===== src/rtl/cpu_pkg.sv =====
// Shared decode-stage definitions: immediate format codes, opcodes, state enum.
package cpu_pkg;

    // Immediate format selector; each code repeats its 3-bit index twice.
    typedef enum logic [5:0] {
        IMM_I     = 6'b000000,
        IMM_S     = 6'b001001,
        IMM_B     = 6'b010010,
        IMM_U     = 6'b011011,
        IMM_J     = 6'b100100,
        IMM_SHAMT = 6'b101101,
        IMM_ZIMM  = 6'b110110
    } imm_sel_e;

    localparam logic [6:0] OPC_LOAD     = 7'b0000011;
    localparam logic [6:0] OPC_MISC_MEM = 7'b0001111;
    localparam logic [6:0] OPC_OP_IMM   = 7'b0010011;
    localparam logic [6:0] OPC_AUIPC    = 7'b0010111;
    localparam logic [6:0] OPC_STORE    = 7'b0100011;
    localparam logic [6:0] OPC_OP       = 7'b0110011;
    localparam logic [6:0] OPC_LUI      = 7'b0110111;
    localparam logic [6:0] OPC_BRANCH   = 7'b1100011;
    localparam logic [6:0] OPC_JALR     = 7'b1100111;
    localparam logic [6:0] OPC_JAL      = 7'b1101111;
    localparam logic [6:0] OPC_SYSTEM   = 7'b1110011;

    // Occupancy of the main/skid buffer pair.
    typedef enum logic [1:0] {
        ST_EMPTY = 2'd0,
        ST_ONE   = 2'd1,
        ST_TWO   = 2'd2
    } dec_state_e;

    // One decoded entry as held in the main or skid register.
    typedef struct packed {
        logic [31:0] instr;
        logic [31:0] pc;
        imm_sel_e    imm_sel;
        logic        illegal;
    } dec_entry_t;

endpackage


===== src/rtl/imm_decoder.sv =====
// Combinational opcode decoder: instruction -> immediate format and illegal flag.
module imm_decoder
    import cpu_pkg::*;
(
    input  logic [31:0] instr,
    output imm_sel_e    imm_sel,
    output logic        illegal
);

    logic [6:0] opcode;
    logic [2:0] funct3;
    logic       unused_bits;

    assign opcode      = instr[6:0];
    assign funct3      = instr[14:12];
    assign unused_bits = ^{instr[31:15], instr[11:7]};

    // Map opcode (and funct3 where it matters) to the immediate format.
    always_comb begin
        imm_sel = IMM_I;
        illegal = 1'b0;
        case (opcode)
            OPC_LOAD, OPC_JALR:     imm_sel = IMM_I;
            OPC_OP_IMM:             imm_sel = (funct3 == 3'b001 || funct3 == 3'b101) ? IMM_SHAMT : IMM_I;
            OPC_STORE:              imm_sel = IMM_S;
            OPC_BRANCH:             imm_sel = IMM_B;
            OPC_LUI, OPC_AUIPC:     imm_sel = IMM_U;
            OPC_JAL:                imm_sel = IMM_J;
            OPC_SYSTEM:             imm_sel = funct3[2] ? IMM_ZIMM : IMM_I;
            OPC_OP, OPC_MISC_MEM:   imm_sel = IMM_I;
            default:                illegal = 1'b1;
        endcase
    end

endmodule


===== src/rtl/decode_stage.sv =====
// Decode stage with a two-entry (main + skid) buffer so if_ready is a pure register.
module decode_stage
    import cpu_pkg::*;
(
    input  logic        clk,
    input  logic        reset,
    input  logic        flush,
    input  logic        if_valid,
    output logic        if_ready,
    input  logic [31:0] if_instr,
    input  logic [31:0] if_pc,
    output logic        id_valid,
    input  logic        id_ready,
    output logic [31:0] id_instr,
    output logic [31:0] id_pc,
    output logic [5:0]  id_imm_sel,
    output logic [4:0]  id_rs1,
    output logic [4:0]  id_rs2,
    output logic [4:0]  id_rd,
    output logic        id_illegal
);

    dec_state_e state_q, state_d;
    dec_entry_t main_q, main_d;
    dec_entry_t skid_q, skid_d;
    logic       if_ready_q, if_ready_d;
    logic       id_valid_q, id_valid_d;

    imm_sel_e   dec_imm_sel;
    logic       dec_illegal;
    dec_entry_t in_entry;
    logic       accept;
    logic       consume;

    imm_decoder u_imm_decoder (
        .instr   (if_instr),
        .imm_sel (dec_imm_sel),
        .illegal (dec_illegal)
    );

    assign in_entry = '{instr: if_instr, pc: if_pc, imm_sel: dec_imm_sel, illegal: dec_illegal};
    assign accept   = if_valid & if_ready_q;
    assign consume  = id_valid_q & id_ready;

    // Next occupancy and buffer contents from this cycle's accept/consume.
    always_comb begin
        state_d = state_q;
        main_d  = main_q;
        skid_d  = skid_q;
        case (state_q)
            ST_EMPTY: begin
                if (accept) begin
                    main_d  = in_entry;
                    state_d = ST_ONE;
                end
            end
            ST_ONE: begin
                if (accept && consume) begin
                    main_d = in_entry;
                end else if (accept) begin
                    skid_d  = in_entry;
                    state_d = ST_TWO;
                end else if (consume) begin
                    state_d = ST_EMPTY;
                end
            end
            ST_TWO: begin
                if (consume) begin
                    main_d  = skid_q;
                    state_d = ST_ONE;
                end
            end
            default: state_d = ST_EMPTY;
        endcase
        // Flush wins over any same-cycle accept; buffered data is simply invalidated.
        if (flush) begin
            state_d = ST_EMPTY;
        end
        if_ready_d = (state_d != ST_TWO);
        id_valid_d = (state_d != ST_EMPTY);
    end

    // State and buffer registers; reset overrides flush and all transfers.
    always_ff @(posedge clk) begin
        if (reset) begin
            state_q    <= ST_EMPTY;
            main_q     <= '0;
            skid_q     <= '0;
            if_ready_q <= 1'b1;
            id_valid_q <= 1'b0;
        end else begin
            state_q    <= state_d;
            main_q     <= main_d;
            skid_q     <= skid_d;
            if_ready_q <= if_ready_d;
            id_valid_q <= id_valid_d;
        end
    end

    assign if_ready   = if_ready_q;
    assign id_valid   = id_valid_q;
    assign id_instr   = main_q.instr;
    assign id_pc      = main_q.pc;
    assign id_imm_sel = main_q.imm_sel;
    assign id_illegal = main_q.illegal;
    assign id_rs1     = main_q.instr[19:15];
    assign id_rs2     = main_q.instr[24:20];
    assign id_rd      = main_q.instr[11:7];

endmodule


===== config.mk =====
export PLATFORM = sky130hd
export DESIGN_NAME = decode_stage
export DESIGN_NICKNAME = d
export VERILOG_FILES = /design/src/rtl/cpu_pkg.sv /design/src/rtl/imm_decoder.sv /design/src/rtl/decode_stage.sv
export SDC_FILE = /design/constraint.sdc
export NUM_CORES = 1
export LEC_CHECK = 0
export ABC_AREA = 1
export ABC_CLOCK_PERIOD_IN_PS = 1700
export CAP_MARGIN = 10
export CORE_MARGIN = 2
export CORE_UTILIZATION = 46
export DETAILED_ROUTE_END_ITERATION = 7
export PLACE_DENSITY = 0.75
export SLEW_MARGIN = 20
export SYNTH_ARGS = -nofsm -noshare
export SYNTH_HDL_FRONTEND = slang
export SYNTH_HIERARCHICAL = 1
export SYNTH_SLANG_ARGS = --single-unit

===== constraint.sdc =====
create_clock -name clk -period 1.7 [get_ports clk]
set_input_delay 0.425 -clock clk [delete_from_list [all_inputs] [get_ports clk]]
set_output_delay 0.425 -clock clk [all_outputs]
set_load 0.01 [all_outputs]

**After elaboration in Yosys (flattened, before gate mapping)**

Index checks and enable logic that the tools add are counted.

- Input port bits: 69
- Word-level logic and storage cells: 57
- Output and inout port bits: 88
- Bits in registers: 146

- Bitwise gates (word level): 3
- Muxes and demuxes: 15
- Reduce and logical (&&, ||, !) cells: 9
- Equality and inequality tests: 19

Operators with widths:

| cell | count |
|---|---|
| 71-bit two-way mux | 3 |
| 71-bit one-hot mux with 3 select lines | 1 |
| 6-bit one-hot mux with 6 select lines | 1 |
| 7-bit equality test, second input constant | 4 |
| 7-bit by 6-bit equality test with 1-bit output, second input constant | 3 |
| 7-bit by 5-bit equality test with 1-bit output, second input constant | 2 |
| 2-bit two-way mux | 6 |
| 6-bit two-way mux | 2 |
| 11-bit OR reduction | 1 |
| 2-bit inequality test, second input constant | 4 |
| 7-bit by 2-bit equality test with 1-bit output, second input constant | 1 |
| 7-bit by 4-bit equality test with 1-bit output, second input constant | 1 |
| 2-bit one-hot mux with 3 select lines | 1 |
| 4-bit AND reduction | 1 |
| 3-bit by 1-bit equality test with 1-bit output, second input constant | 1 |
| 3-bit equality test, second input constant | 1 |
| 3-bit AND reduction | 1 |
| 3-bit nonzero test | 1 |
| 1-bit bitwise AND | 2 |
| 2-bit by 1-bit equality test with 1-bit output, second input constant | 1 |
| 2-bit equality test, second input constant | 1 |
| 2-bit logical NOT | 1 |
| 2-bit nonzero test | 1 |
| 2-bit OR reduction | 1 |
| 4 further kinds | 4 |

**Longest topological paths before layout**

- Depth after elaboration: 7
- Depth in mapped cells: 11
- Gate-level depth less buffers: 11

**Modules after synthesis**

Netlist, hierarchy kept.

Modules (own cells, without submodules):

| module | area each (um2) | cells an instance | instances | seq. area each (um2) |
|---|---|---|---|---|
| decode_stage | 6487.5 | 1027 | 1 | 2922.8 |
| imm_decoder | 229.0 | 46 | 1 | 0.0 |

**Worst setup path after synthesis**

OpenSTA, ideal clock, no wires.

- Kind: input port to flip-flop
- Start: input if_instr[1]
- End: register main_q, in the netlist id_imm_sel[5]
- Data required time: 1.587 ns
- Setup slack: 0.326 ns
- Buffers on the path: 1
- Setup time: 0.113 ns
- Stages: 11
- Data arrival time: 1.261 ns
- Cell sequence: nand2_2 > inv_1 > nand2_2 > inv_1 > nand4_1 > nand3b_1 > buf_4 > nand2_1 > nand2_1 > nor2_1 > nor2_1

- Longest elaborated chain between the ends: 5
- Elaborated cells between the ends (all ways): 12
- Classes of those cells: 7 x eq/ne; 4 x mux; 1 x reduce/logical

Ends and longest elaborated chain:

| what | RTL line | text |
|---|---|---|
| from (decl) | decode_stage.sv:10 | `input logic [31:0] if_instr,` |
| 7-bit by 6-bit equality test with 1-bit output / 7-bit by 5-bit equality test with 1-bit output (equally long branches) | imm_decoder.sv:22 | `case (opcode)` |
| 2-bit OR reduction | imm_decoder.sv:22 |  |
| 6-bit one-hot mux with 6 select lines (*) | imm_decoder.sv:22 |  |
| net dec_imm_sel[5] | decode_stage.sv:29 | `imm_sel_e dec_imm_sel;` |
| 71-bit two-way mux (on tied branches) | decode_stage.sv:58, decode_stage.sv:52 |  |
| 71-bit one-hot mux with 3 select lines (*) | decode_stage.sv:50 | `case (state_q)` |
| to (signal assigned) | decode_stage.sv:93 | `main_q <= main_d;` |
| to (decl) | decode_stage.sv:24 | `dec_entry_t main_q, main_d;` |

The timed path passes the listed nets; every way through them passes the cells marked *. The select of a mux whose other input is x is not followed.
A chain may end at the register's enable or synchronous reset.

**Worst setup path after layout**

- Start: register if_ready_q (netlist: if_ready)
- End: output if_ready

RTL lines:

| what | RTL line | text |
|---|---|---|
| from (decl) | decode_stage.sv:26 | `logic if_ready_q, if_ready_d;` |
| from (signal assigned) | decode_stage.sv:95 | `if_ready_q <= if_ready_d;` |
| to (decl) | decode_stage.sv:9 | `output logic if_ready,` |

No word-level cell between the ends.

==> results.toml <==
[worst_setup_path]
cp-end-kind = "output port"
arrival_ns = 1.11
worstSetupPathType = "flop to output port"
critPathRequiredTime_ns = 1.27
cpPeakStageDelay_ns = 0.37
critPathBufInv = 1
crit_fanout = 4
critPathTopFamily = "flip-flops"
start_kind = "flop"
cpMaxStageDelayCell = "dfxtp_1"
path_cells = "dlygate4sd2_1"

[worst_hold_path]
hold_class = "input pin to flop"

[final_layout]
fillers = 1415
syn_to_final_growth_pct = 31.99
utilization = 0.6146
multiInputGateArea_sq_mm = 0.003044
fin_nets = 1269
final_area_sq_mm = 0.008865
drive_above_1_share = 0.06265
register_area_sq_mm = 0.002923

[drt]
drc = 0
drtAntennaViolNets = 0
drt_iter0_drc = 509
first_pass_iters = 5
wl_microns = 16480
wl_per_cell_microns = 11.79
num_vias = 6444
vias_per_cell = 4.609

[sta]
fin_crit_ns = 1.539
setup_ws_ns = 0.1614
setup_viol = 0
timing.final.hold_violations = 0
rsz0062_at_grt = "no"
tns_ns = 0
fmax_mhz = 649.9
maxSlewHeadroom = 0.7202
fin_crit_sh = 0.9051
slew_violations = 0
clock_skew_ns = 0.008256
tightest_slew_ns = 0.4190

[floorplanning]
initial_utilization = 0.4656
die_y_microns = 124.8
rows = 44
die_area_sq_mm = 0.01558
boundaryPins = 157
core_area_sq_mm = 0.01442
die_w_microns = 124.8

[placed_design]
place_area_sq_mm = 0.008403
place_ws_ns = -0.2447
gp_congestion = 0.7877
hpwl_microns = 10460
port_buffers = 156

[clock_tree]
clock-sinks = 146
clock_latency_ns = 0.43
cts_tree = "done"
cts_hold_buf = 0
path_clk_slew_ns = 0.05
numCtsBuffers = 17
cts-root-buf = "clkbuf_16"
clockBufferDepth = 2
cts_max_level = 4

[yosys]
netlist_instances = 1073
synth-seq-area-share = 0.4352
synth_ff_type = "dfxtp_1"
synth_seq_cells = 146
syn_nets = 1142
synth-async-reset-ratio = 0
netlist_area_sq_mm = 0.006716
yosys-top-cells-area = "dfxtp_1 44%, nand2_1 29%, nor2_1 8.5%"
synth_largest_area_cell = "dfxtp_1"
yosys.area.top_type_share = 0.4352
ys_warn_count = 6
syn_area_per_cell_sq_um = 6.259
synth-edff-count = 0
post_synth_num_cell_types = 20

[grt]
grt_overflow = 0
grt_antenna_before_repair = 0
track_usage = 0.2168
grt_pass1_wl_microns = 27880
grt_max_degree = 72
first_global_vias = 5937

[pwr]
vdd_drop_max_uv = 675.3
power_density_mw_per_mm2 = 964.8
power.leakage_nw = 4.422

[flow_run]
maxCapViolations = 0

[status]
status = "complete, no violations"
## placed cells by master (no fill, tap or decap)
cell,Yosys,final
nand2_1,513,512
nor2_1,152,151
dfxtp_1,146,146
dlygate4sd2_1,0,88
inv_1,81,80
a21oi_1,75,75
clkdlybuf4s50_1,0,66
buf_4,18,18
clkbuf_16,0,17
nand3_1,10,10
buf_12,0,10
inv_2,5,6
clkinv_2,0,6
nand2_2,4,4
clkbuf_8,0,3
nor2_2,3,3
nand4_1,2,2
clkinvlp_4,0,2
clkbuf_1,16,2
nand3b_1,2,2
diode_2,0,1
o21ai_0,1,1
nand2_4,0,1
nor2_4,0,1
bufinv_16,0,1
clkinv_4,0,1
dlymetal6s2s_1,0,1
buf_2,28,1
nor3_4,0,1
nand3_2,1,1
nor3_1,1,1
## logic make-up (layout without fill, tap and decap cells)
| group | Yosys count | after routing | synth area share |
|---|---|---|---|
| AO/OA/AOI/OAI | 76 | 76 | 0.05663 |
| buffers and inverters | 162 | 302 | 0.1148 |
| flip-flops | 146 | 146 | 0.4352 |
| other | 0 | 1 | 0 |
| AND/OR/NAND/NOR | 689 | 689 | 0.3934 |
## where the power goes
part / total, mW / internal (mW) / leakage, nW / switching, mW
Combinational: 1.30 / 0.594 / 2.95 / 0.705
Sequential: 3.72 / 3.62 / 1.20 / 0.0964
Clock: 3.54 / 2.11 / 0.275 / 1.43
## cells in the mapped netlist, types with 5 or more instances
| master | count |
|---|---|
| inv_2 | 5 |
| buf_6 | 8 |
| clkbuf_1 | 16 |
| a21oi_1 | 75 |
| inv_1 | 81 |
| dfxtp_1 | 146 |
| nor2_1 | 152 |
| buf_2 | 28 |
| nand2_1 | 513 |
| buf_1 | 6 |
| nand3_1 | 10 |
| buf_4 | 18 |
## registers in the layout (all words and copies together) (netlist names)
name	count
skid_q	71
id_instr	32
id_valid	1
if_ready	1
state_q	2
id_pc	32
id_illegal	1
id_imm_sel	6
## final cells by class
cell class	instances	area share
tap	184	0.02597
timing repair buffer	184	0.2013
multi-input combinational	765	0.3434
clock inverter	10	0.009457
inverter	86	0.03642
antenna	1	0.0002823
sequential	146	0.3297
clock buffer	22	0.05349
## metrics by stage
step                      hold WS (ns)  std cells  power [mW]
after floorplan                 0.4445       1073       4.546
after global placement          0.4497       1365       5.209
after detailed placement        0.4537       1365       5.224
after CTS                       0.3310       1397       8.638
after global routing            0.3851       1397       8.952
final                           0.3505       1398       8.553
## layer usage
| layer | routed length (microns) | global-route usage | vias to the layer above | share of wire |
|---|---|---|---|---|
| met5 | 0 | 0 | - | 0 |
| met4 | 282 | 0.08105 | 0 | 0.017 |
| met3 | 1030 | 0.06143 | 22 | 0.062 |
| met2 | 7548 | 0.3481 | 172 | 0.46 |
| met1 | 7622 | 0.2781 | 2814 | 0.46 |
| li1 | - | - | 3436 | - |
## repair_timing
action	in CTS	in global routing
buffers inserted	0	0
endpoints found under the setup margin	88	3
hold endpoints to repair	0	0
gates resized for setup	88	4
## worst paths after layout
kind / cells past startpoint / endpoint / slack (ns) / startpoint
min: 4 / state_q[1]$_SDFF_PP0_ / 0.35 / reset
max: 1 / if_ready / 0.16 / if_ready$_SDFF_PP1_
max reg2reg: 7 / id_valid$_SDFF_PP0_ / 0.22 / state_q[1]$_SDFF_PP0_
min reg2reg: 2 / skid_q[18]$_SDFFE_PP0P_ / 0.46 / skid_q[18]$_SDFFE_PP0P_
Note: power is estimated with default switching activity, not from simulation.
